`src/rtl/msp_requester.sv`:
```
// MSP v1 initiator: sends a `$M<` request frame on the TX byte stream, then parses
// the `$M>` / `$M!` reply from RX, streaming payload bytes and pulsing done with a status.
module msp_requester #(
  parameter int CLK_FREQ_HZ = 72_000_000,
  parameter int TIMEOUT_MS  = 100
) (
  input  logic       clk,
  input  logic       rst,
  input  logic       req_valid,
  output logic       req_ready,
  input  logic [7:0] req_cmd,
  input  logic [7:0] req_len,
  input  logic [7:0] req_pl_data,
  input  logic       req_pl_valid,
  output logic       req_pl_ready,
  output logic [7:0] tx_data,
  output logic       tx_valid,
  input  logic       tx_ready,
  input  logic [7:0] rx_data,
  input  logic       rx_valid,
  output logic [7:0] rsp_data,
  output logic       rsp_valid,
  output logic [7:0] rsp_cmd,
  output logic [7:0] rsp_len,
  output logic       done,
  output logic [2:0] status,
  output logic       busy,
  output logic [3:0] dbg_state
);

  localparam int TIMEOUT_CYCLES = CLK_FREQ_HZ / 1000 * TIMEOUT_MS;
  localparam int TW             = $clog2(TIMEOUT_CYCLES + 1);
  localparam logic [TW-1:0] TO_LAST = TW'(TIMEOUT_CYCLES - 1);

  localparam logic [2:0] ST_OK       = 3'd0;
  localparam logic [2:0] ST_ERR      = 3'd1;
  localparam logic [2:0] ST_CKSUM    = 3'd2;
  localparam logic [2:0] ST_TIMEOUT  = 3'd3;
  localparam logic [2:0] ST_MISMATCH = 3'd4;

  typedef enum logic [3:0] {
    S_IDLE, S_TX_HDR0, S_TX_HDR1, S_TX_HDR2, S_TX_LEN, S_TX_CMD, S_TX_PL, S_TX_CK,
    S_RX_SYNC, S_RX_M, S_RX_DIR, S_RX_LEN, S_RX_CMD, S_RX_PL, S_RX_CK, S_DONE
  } state_t;

  state_t        state_q, state_d;
  logic [7:0]    cmd_q, cmd_d, len_q, len_d, cnt_q, cnt_d, ck_q, ck_d;
  logic [7:0]    rx_len_q, rx_len_d, rx_cmd_q, rx_cmd_d;
  logic          err_q, err_d;
  logic [TW-1:0] timer_q, timer_d;
  logic [7:0]    tx_data_q, tx_data_d, rsp_data_q, rsp_data_d;
  logic          tx_valid_q, tx_valid_d, rsp_valid_q, rsp_valid_d, done_q, done_d;
  logic [2:0]    status_q, status_d;
  logic [7:0]    rsp_cmd_q, rsp_cmd_d, rsp_len_q, rsp_len_d;
  logic          tx_xfer, pl_xfer, in_pl, in_rx;

  // Handshakes are valid/ready: a byte moves on a cycle where both are high, and a
  // source with valid raised keeps its data stable until that cycle.
  assign in_pl        = (state_q == S_TX_PL) && !rst;
  assign tx_data      = in_pl ? req_pl_data : tx_data_q;
  assign tx_valid     = in_pl ? req_pl_valid : tx_valid_q;
  assign req_pl_ready = in_pl && tx_ready;
  assign req_ready    = (state_q == S_IDLE) && !rst;
  assign busy         = (state_q != S_IDLE) && !rst;
  assign rsp_data     = rsp_data_q;
  assign rsp_valid    = rsp_valid_q;
  assign rsp_cmd      = rsp_cmd_q;
  assign rsp_len      = rsp_len_q;
  assign done         = done_q;
  assign status       = status_q;
  assign dbg_state    = state_q;

  assign tx_xfer = tx_valid_q && tx_ready;
  assign pl_xfer = req_pl_valid && tx_ready;
  assign in_rx   = (state_q == S_RX_SYNC) || (state_q == S_RX_M) || (state_q == S_RX_DIR) ||
                   (state_q == S_RX_LEN) || (state_q == S_RX_CMD) || (state_q == S_RX_PL) ||
                   (state_q == S_RX_CK);

  always_comb begin
    state_d     = state_q;
    cmd_d       = cmd_q;
    len_d       = len_q;
    cnt_d       = cnt_q;
    ck_d        = ck_q;
    rx_len_d    = rx_len_q;
    rx_cmd_d    = rx_cmd_q;
    err_d       = err_q;
    timer_d     = timer_q;
    tx_data_d   = tx_data_q;
    tx_valid_d  = tx_valid_q;
    rsp_data_d  = rsp_data_q;
    rsp_valid_d = 1'b0;
    done_d      = 1'b0;
    status_d    = status_q;
    rsp_cmd_d   = rsp_cmd_q;
    rsp_len_d   = rsp_len_q;

    case (state_q)
      S_IDLE: if (req_valid) begin
        cmd_d      = req_cmd;
        len_d      = req_len;
        ck_d       = 8'h00;
        err_d      = 1'b0;
        tx_valid_d = 1'b1;
        tx_data_d  = 8'h24;
        state_d    = S_TX_HDR0;
      end
      S_TX_HDR0: if (tx_xfer) begin tx_data_d = 8'h4D; state_d = S_TX_HDR1; end
      S_TX_HDR1: if (tx_xfer) begin tx_data_d = 8'h3C; state_d = S_TX_HDR2; end
      S_TX_HDR2: if (tx_xfer) begin tx_data_d = len_q; state_d = S_TX_LEN; end
      S_TX_LEN: if (tx_xfer) begin
        tx_data_d = cmd_q;
        ck_d      = ck_q ^ len_q;
        state_d   = S_TX_CMD;
      end
      S_TX_CMD: if (tx_xfer) begin
        ck_d  = ck_q ^ cmd_q;
        cnt_d = 8'h00;
        if (len_q == 8'h00) begin
          tx_data_d = ck_q ^ cmd_q;
          state_d   = S_TX_CK;
        end else begin
          tx_valid_d = 1'b0;
          state_d    = S_TX_PL;
        end
      end
      S_TX_PL: if (pl_xfer) begin
        ck_d  = ck_q ^ req_pl_data;
        cnt_d = cnt_q + 8'd1;
        if (cnt_q == len_q - 8'd1) begin
          tx_valid_d = 1'b1;
          tx_data_d  = ck_q ^ req_pl_data;
          state_d    = S_TX_CK;
        end
      end
      S_TX_CK: if (tx_xfer) begin
        tx_valid_d = 1'b0;
        tx_data_d  = 8'h00;
        timer_d    = '0;
        state_d    = S_RX_SYNC;
      end
      S_RX_SYNC: if (rx_valid && rx_data == 8'h24) state_d = S_RX_M;
      S_RX_M: if (rx_valid) begin
        if (rx_data == 8'h4D)      state_d = S_RX_DIR;
        else if (rx_data != 8'h24) state_d = S_RX_SYNC;
      end
      S_RX_DIR: if (rx_valid) begin
        if (rx_data == 8'h3E) begin
          err_d   = 1'b0;
          state_d = S_RX_LEN;
        end else if (rx_data == 8'h21) begin
          err_d   = 1'b1;
          state_d = S_RX_LEN;
        end else if (rx_data == 8'h24) begin
          state_d = S_RX_M;
        end else begin
          state_d = S_RX_SYNC;
        end
      end
      S_RX_LEN: if (rx_valid) begin
        rx_len_d = rx_data;
        ck_d     = rx_data;
        state_d  = S_RX_CMD;
      end
      S_RX_CMD: if (rx_valid) begin
        rx_cmd_d = rx_data;
        ck_d     = ck_q ^ rx_data;
        cnt_d    = 8'h00;
        state_d  = (rx_len_q == 8'h00) ? S_RX_CK : S_RX_PL;
      end
      S_RX_PL: if (rx_valid) begin
        rsp_valid_d = 1'b1;
        rsp_data_d  = rx_data;
        ck_d        = ck_q ^ rx_data;
        cnt_d       = cnt_q + 8'd1;
        if (cnt_q == rx_len_q - 8'd1) state_d = S_RX_CK;
      end
      S_RX_CK: if (rx_valid) begin
        done_d    = 1'b1;
        rsp_cmd_d = rx_cmd_q;
        rsp_len_d = rx_len_q;
        if (rx_data != ck_q)     status_d = ST_CKSUM;
        else if (err_q)          status_d = ST_ERR;
        else if (rx_cmd_q != cmd_q) status_d = ST_MISMATCH;
        else                     status_d = ST_OK;
        state_d   = S_DONE;
      end
      S_DONE: state_d = S_IDLE;
      default: state_d = S_IDLE;
    endcase

    // A checksum byte landing on the expiry cycle still completes the frame.
    if (in_rx) begin
      timer_d = timer_q + 1'b1;
      if (timer_q == TO_LAST && !(state_q == S_RX_CK && rx_valid)) begin
        rsp_valid_d = 1'b0;
        done_d      = 1'b1;
        status_d    = ST_TIMEOUT;
        rsp_cmd_d   = 8'h00;
        rsp_len_d   = 8'h00;
        state_d     = S_DONE;
      end
    end
  end

  always_ff @(posedge clk) begin
    if (rst) begin
      state_q     <= S_IDLE;
      cmd_q       <= 8'h00;
      len_q       <= 8'h00;
      cnt_q       <= 8'h00;
      ck_q        <= 8'h00;
      rx_len_q    <= 8'h00;
      rx_cmd_q    <= 8'h00;
      err_q       <= 1'b0;
      timer_q     <= '0;
      tx_data_q   <= 8'h00;
      tx_valid_q  <= 1'b0;
      rsp_data_q  <= 8'h00;
      rsp_valid_q <= 1'b0;
      done_q      <= 1'b0;
      status_q    <= ST_OK;
      rsp_cmd_q   <= 8'h00;
      rsp_len_q   <= 8'h00;
    end else begin
      state_q     <= state_d;
      cmd_q       <= cmd_d;
      len_q       <= len_d;
      cnt_q       <= cnt_d;
      ck_q        <= ck_d;
      rx_len_q    <= rx_len_d;
      rx_cmd_q    <= rx_cmd_d;
      err_q       <= err_d;
      timer_q     <= timer_d;
      tx_data_q   <= tx_data_d;
      tx_valid_q  <= tx_valid_d;
      rsp_data_q  <= rsp_data_d;
      rsp_valid_q <= rsp_valid_d;
      done_q      <= done_d;
      status_q    <= status_d;
      rsp_cmd_q   <= rsp_cmd_d;
      rsp_len_q   <= rsp_len_d;
    end
  end

endmodule

```
`config.mk`:
```
export PLATFORM = sky130hd
export DESIGN_NAME = msp_requester
export DESIGN_NICKNAME = d
export VERILOG_FILES = /design/src/rtl/msp_requester.sv
export SDC_FILE = /design/constraint.sdc
export NUM_CORES = 1
export LEC_CHECK = 0
export ABC_AREA = 1
export BUFFER_PORTS_ARGS = -buffer_cell sky130_fd_sc_hd__buf_2
export CAP_MARGIN = 20
export CORE_MARGIN = 2
export CORE_UTILIZATION = 45
export DETAILED_ROUTE_END_ITERATION = 10
export PLACE_DENSITY = 0.63
export SETUP_SLACK_MARGIN = 0.2
export SLEW_MARGIN = 20
export SYNTH_ARGS = -nofsm -noshare
export SYNTH_HDL_FRONTEND = slang
export SYNTH_SLANG_ARGS = --single-unit
```
`constraint.sdc`:
```
create_clock -name clk -period 3.8 [get_ports clk]
set_input_delay 0.38 -clock clk [delete_from_list [all_inputs] [get_ports clk]]
set_output_delay 0.38 -clock clk [all_outputs]
set_load 0.02 [all_outputs]
```
**After elaboration in Yosys (flattened, before gate mapping)**

Index checks and enable logic that the tools add are counted.

- Multiply operators: 0
- Div/mod/pow operators: 0
- $add $sub $neg: 4
- $lt $le $gt $ge: 0
- Reductions and logical operators: 39
- Shifts and indexed selects: 0
- Equality and inequality tests: 42
- Bitwise logic cells: 4
- Multiplexer cells: 88

Operators with widths:

| kind | count |
|---|---|
| $mux W8 | 28 |
| $mux W4 | 21 |
| $mux W23 | 3 |
| $pmux W4 S16 | 1 |
| $pmux W8 S8 | 1 |
| $pmux W8 S6 | 1 |
| $eq A4 B4 Y1 const B | 8 |
| $pmux W8 S4 | 1 |
| $xor A8 B8 Y8 | 4 |
| $ne A2 B2 Y1 const B | 14 |
| $eq A8 B6 Y1 const B | 3 |
| $add A23 B1 Y23 const B | 1 |
| $eq A23 B23 Y1 const B | 1 |
| $mux W3 | 7 |
| $mux W1 | 20 |
| $eq A4 B3 Y1 const B | 4 |
| $eq A8 B8 Y1 | 2 |
| $logic_not A8 Y1 | 2 |
| $ne A8 B8 Y1 | 2 |
| $sub A8 B1 Y8 const B | 2 |
| $reduce_and A7 Y1 | 2 |
| $reduce_bool A4 Y1 | 3 |
| $reduce_and A11 Y1 | 1 |
| $reduce_and A2 Y1 | 5 |
| other kinds (20) | 40 |

- RAM bits: 0
- Latch bits: 0
- Memory bits (read-only): 0
- Word-level logic and storage cells: 194
- Memories: 0
- Register bits after elaboration: 114

**Longest topological paths before layout**

- Word-level depth: 9
- Gate-level depth with buffers: 15
- Gate-level depth less buffers: 15

**Worst setup path after synthesis**

No wires, ideal clock.

- Path kind: reg2out
- Start point: reg state_q[1] (netlist: dbg_state[1])
- End point: out tx_valid
- Path buffers: 2
- Setup slack: 1.671 ns
- Arrival: 1.749 ns
- Cell stages (with the launch flop): 7
- Data required time: 3.420 ns
- Path through: dfxtp_1 > nand2_1 > nor2_2 > buf_2 > nand2_1 > buf_2 > a21oi_1

- Word-level cells in the longest chain between the ends: 3

Ends and longest elaborated chain:

| what | line | source |
|---|---|---|
| start, declared | 46 | `state_t state_q, state_d;` |
| start signal, assigned | 226 | `state_q <= state_d;` |
| $eq A4 B3 Y1 | 59 | `assign in_pl = (state_q == S_TX_PL) && !rst;` |
| $logic_and A1 B1 Y1 | 59 |  |
| $mux W1 | 61 | `assign tx_valid = in_pl ? req_pl_valid : tx_valid_q;` |
| end, declared | 17 | `output logic tx_valid,` |

No other way between the ends.

**Final worst setup path**

- Start point: reg state_q[3] (netlist: dbg_state[3])
- End point: out tx_data[4]

- Word-level cells in the longest chain between the ends: 3

Ends and longest elaborated chain:

| what | line | source |
|---|---|---|
| $eq A4 B3 Y1 | 59 |  |
| $logic_and A1 B1 Y1 | 59 |  |
| $mux W8 | 60 | `assign tx_data = in_pl ? req_pl_data : tx_data_q;` |
| end, declared | 16 | `output logic [7:0] tx_data,` |

No other way between the ends.

==> reports/results.tsv <==
metric	value	unit
cp.arrival	2.45	ns
cp_slowest_stage_delay	0.57	ns
track_usage	27.3	%
start_util	45.7	%
rsz0062_at_grt	false	
drtAntennaViolNets	0	
yosys_warnings	0	
synthCells	1090	
clk_pin_slew_worst_paths	0.05	ns
clock-sinks	114	
syn_avg_cell_area	6.35	um2
ys_ff_latch	114	
cts_tree	yes	
overflow	0	
worst-r2r-setup-slack	1.08	ns
yosys.area.top_type	dfxtp_1	
nets	1201	
ios	83	
drc	0	
hold_path_class	in -> reg	
p_clk_share	47.2	%
dr.pass1.iters	5	
cts_max_level	4	
critPathLaunchType	flop	
grt_pass1_vias	6529	
drt-total-wl	22.1	mm
seq_power_share	40.6	%
cp_slowest_cell	dfxtp_1	
antenna_found_initial	0	
drtIter0Drc	628	
antenna_cells	0	
grt_pass1_wl	34.7	mm
die_area	16400	um2
rows	45	
endpoint_kind	primary output	
clockBufferDepth	2	
period_needed	2.83	ns
coreArea	15100	um2
cts_setup_buffers	0	
cts_resized	0	
root_buffer	clkbuf_16	
timing.final.crit_share	74.6	%
crit_type	reg -> out	
yosysSeqAreaShare	33.0	%
synth_area_leaders	dfxtp_1 33%, nand2_1 15%, nor2_1 8.1%	
maxCapViolCount	0	
p_switching	0.832	mW
cell_internal_pwr	2.29	mW
fmax	353	MHz
status	finished clean	
clock_latency	0.42	ns
p_per_area	391	nW/um2
die_w	128	um
yosysMostFrequentCell	nand2_1	
p_comb_share	12.1	%
finalClockSkew	0.0100	ns
syn_to_final_growth	15.2	%
p_sw_share	26.7	%
cts_buffers	17	
synth_top_area_share	33.0	%
synth_common_cells	281 x nand2_1, 149 x nor2_1, 121 x inv_1	
vias_per_cell	5.33	
worst_slew_pin_slew	1.01	ns
finalSetupViolCount	0	
cp_cell_sequence	inv_2 > nand2_4 > nor2_2 > buf_4 > nand2_1 > mux2_2 > buf_2	
postSynth.asyncResetShare	0	%
portBuffers	82	
power	3.12	mW
routedWlPerCell	16.3	um
n_fill_cell	1594	
synth_top_flop_cell	dfxtp_1	
dpl.hpwl	16.6	mm
place.gp.congestion	0.983	
final.setup.tns	0	ns
slew_headroom	32.7	%
hold_buffers	0	
netlist_area	6920	um2
yosysUniqueCellTypes	45	
drive_gt1_share	12.8	%
irDropWorstVdd	0.000301	V
crit_required	3.42	ns
synth_fp_nets	1133	
vias	7228	
power_leakage	3.52	nW
die_y	128	um
hold_violations	0	
synth_edf_count	0	
crit_fanout	13	
slew_viol_final	0	
grt_max_degree	60	
[cells in the final DEF, fill, tap and decap left out, drive strengths merged, types with 6 or more instances in the layout]
cell    netlist  layout
o22ai         6       6
nor2        157     157
a211oi       15      15
nand3        64      64
mux2          8       8
a21oi        96      96
xor2         20      20
clkinv        0       6
xnor2        15      15
nand2       289     289
inv         125     125
clkbuf       26      22
nor3         23      23
o21ai        68      68
buf          11      86
dfxtp       114     114
nand4        19      19
[metal layers]
metal | part of all wire, % | track usage [%] | vias to the layer above | routed length (um)
met2 | 44 | 42.2 | 282 | 9780
met3 | 7.8 | 5.55 | 39 | 1740
li1 | - | - | 3687 | -
met4 | 3.0 | 11.0 | 0 | 663
met5 | 0 | 0 | - | 0
met1 | 45 | 37.4 | 3220 | 9960
[power groups by stage]
stage | Sequential [mW] | Clock (mW) | Combinational, mW
finish | 1.27 | 1.47 | 0.378
global route | 1.27 | 1.55 | 0.422
detailed placement | 1.29 | 0 | 0.369
global placement | 1.29 | 0 | 0.368
floorplan | 1.28 | 0 | 0.262
CTS | 1.26 | 1.49 | 0.370
[cell families after synthesis]
kind of cell | Yosys count | share of synthesized area [%]
fa+ha+maj | 5 | 0.904
mux | 12 | 1.88
simple gates | 564 | 34.7
compound gates | 198 | 16.0
buf+inv | 162 | 9.14
flops | 114 | 33.0
xor+xnor | 35 | 4.43
[per-stage QoR]
step           util (%)  hold slack [ns]  setup slack, ns  instance area, um2  cells
3_3_place_gp       49.0            0.439             1.17                7430   1326
2_1_floorplan         -            0.446             1.67                6920   1090
6_report           52.7            0.228            0.965                7980   1356
3_5_place_dp       49.0            0.441             1.11                7430   1326
5_1_grt            52.7            0.255            0.856                7980   1356
4_1_cts            52.6            0.229            0.973                7960   1355
[layout make-up]
class / instances / area [um2] / area share, %
clock inverters: 7 / 60.1 / 0.753
flip-flops and latches: 114 / 2280 / 28.6
repair buffers: 86 / 448 / 5.61
clock buffers: 22 / 474 / 5.94
multi-input cells: 814 / 4010 / 50.3
well taps: 188 / 235 / 2.95
inverters: 125 / 469 / 5.88
[registers in the layout, summed over array words and instances (netlist names)]
name        flops
rsp_data        8
status          3
done            1
tx_valid_q      1
rsp_valid       1
dbg_state       4
cnt_q           8
timer_q        23
err_q           1
tx_data_q       8
ck_q            8
cmd_q           8
rx_len_q        8
rx_cmd_q        8
rsp_cmd         8
rsp_len         8
len_q           8
[critical path, delay by kind of cell, from the launching register on]
family                 cells  cell delay [ns]
muxes                      1             0.40
buffers and inverters      3             0.46
and+or+nand+nor            3             0.58
DFF                        1             0.57
[final timing paths]
check                                             start                       end  cells after the start
worst max-delay path            dbg_state[3]$_SDFF_PP0_                tx_data[4]                      7
worst min-delay path                         req_cmd[7]     cmd_q[7]$_SDFFE_PP0P_                      3
worst max register to register  dbg_state[1]$_SDFF_PP0_  rx_len_q[2]$_SDFFE_PP0P_                      5
worst min register to register    rsp_cmd[1]$_SDFF_PP0_     rsp_cmd[1]$_SDFF_PP0_                      2
(Power assumes the default switching activity.)
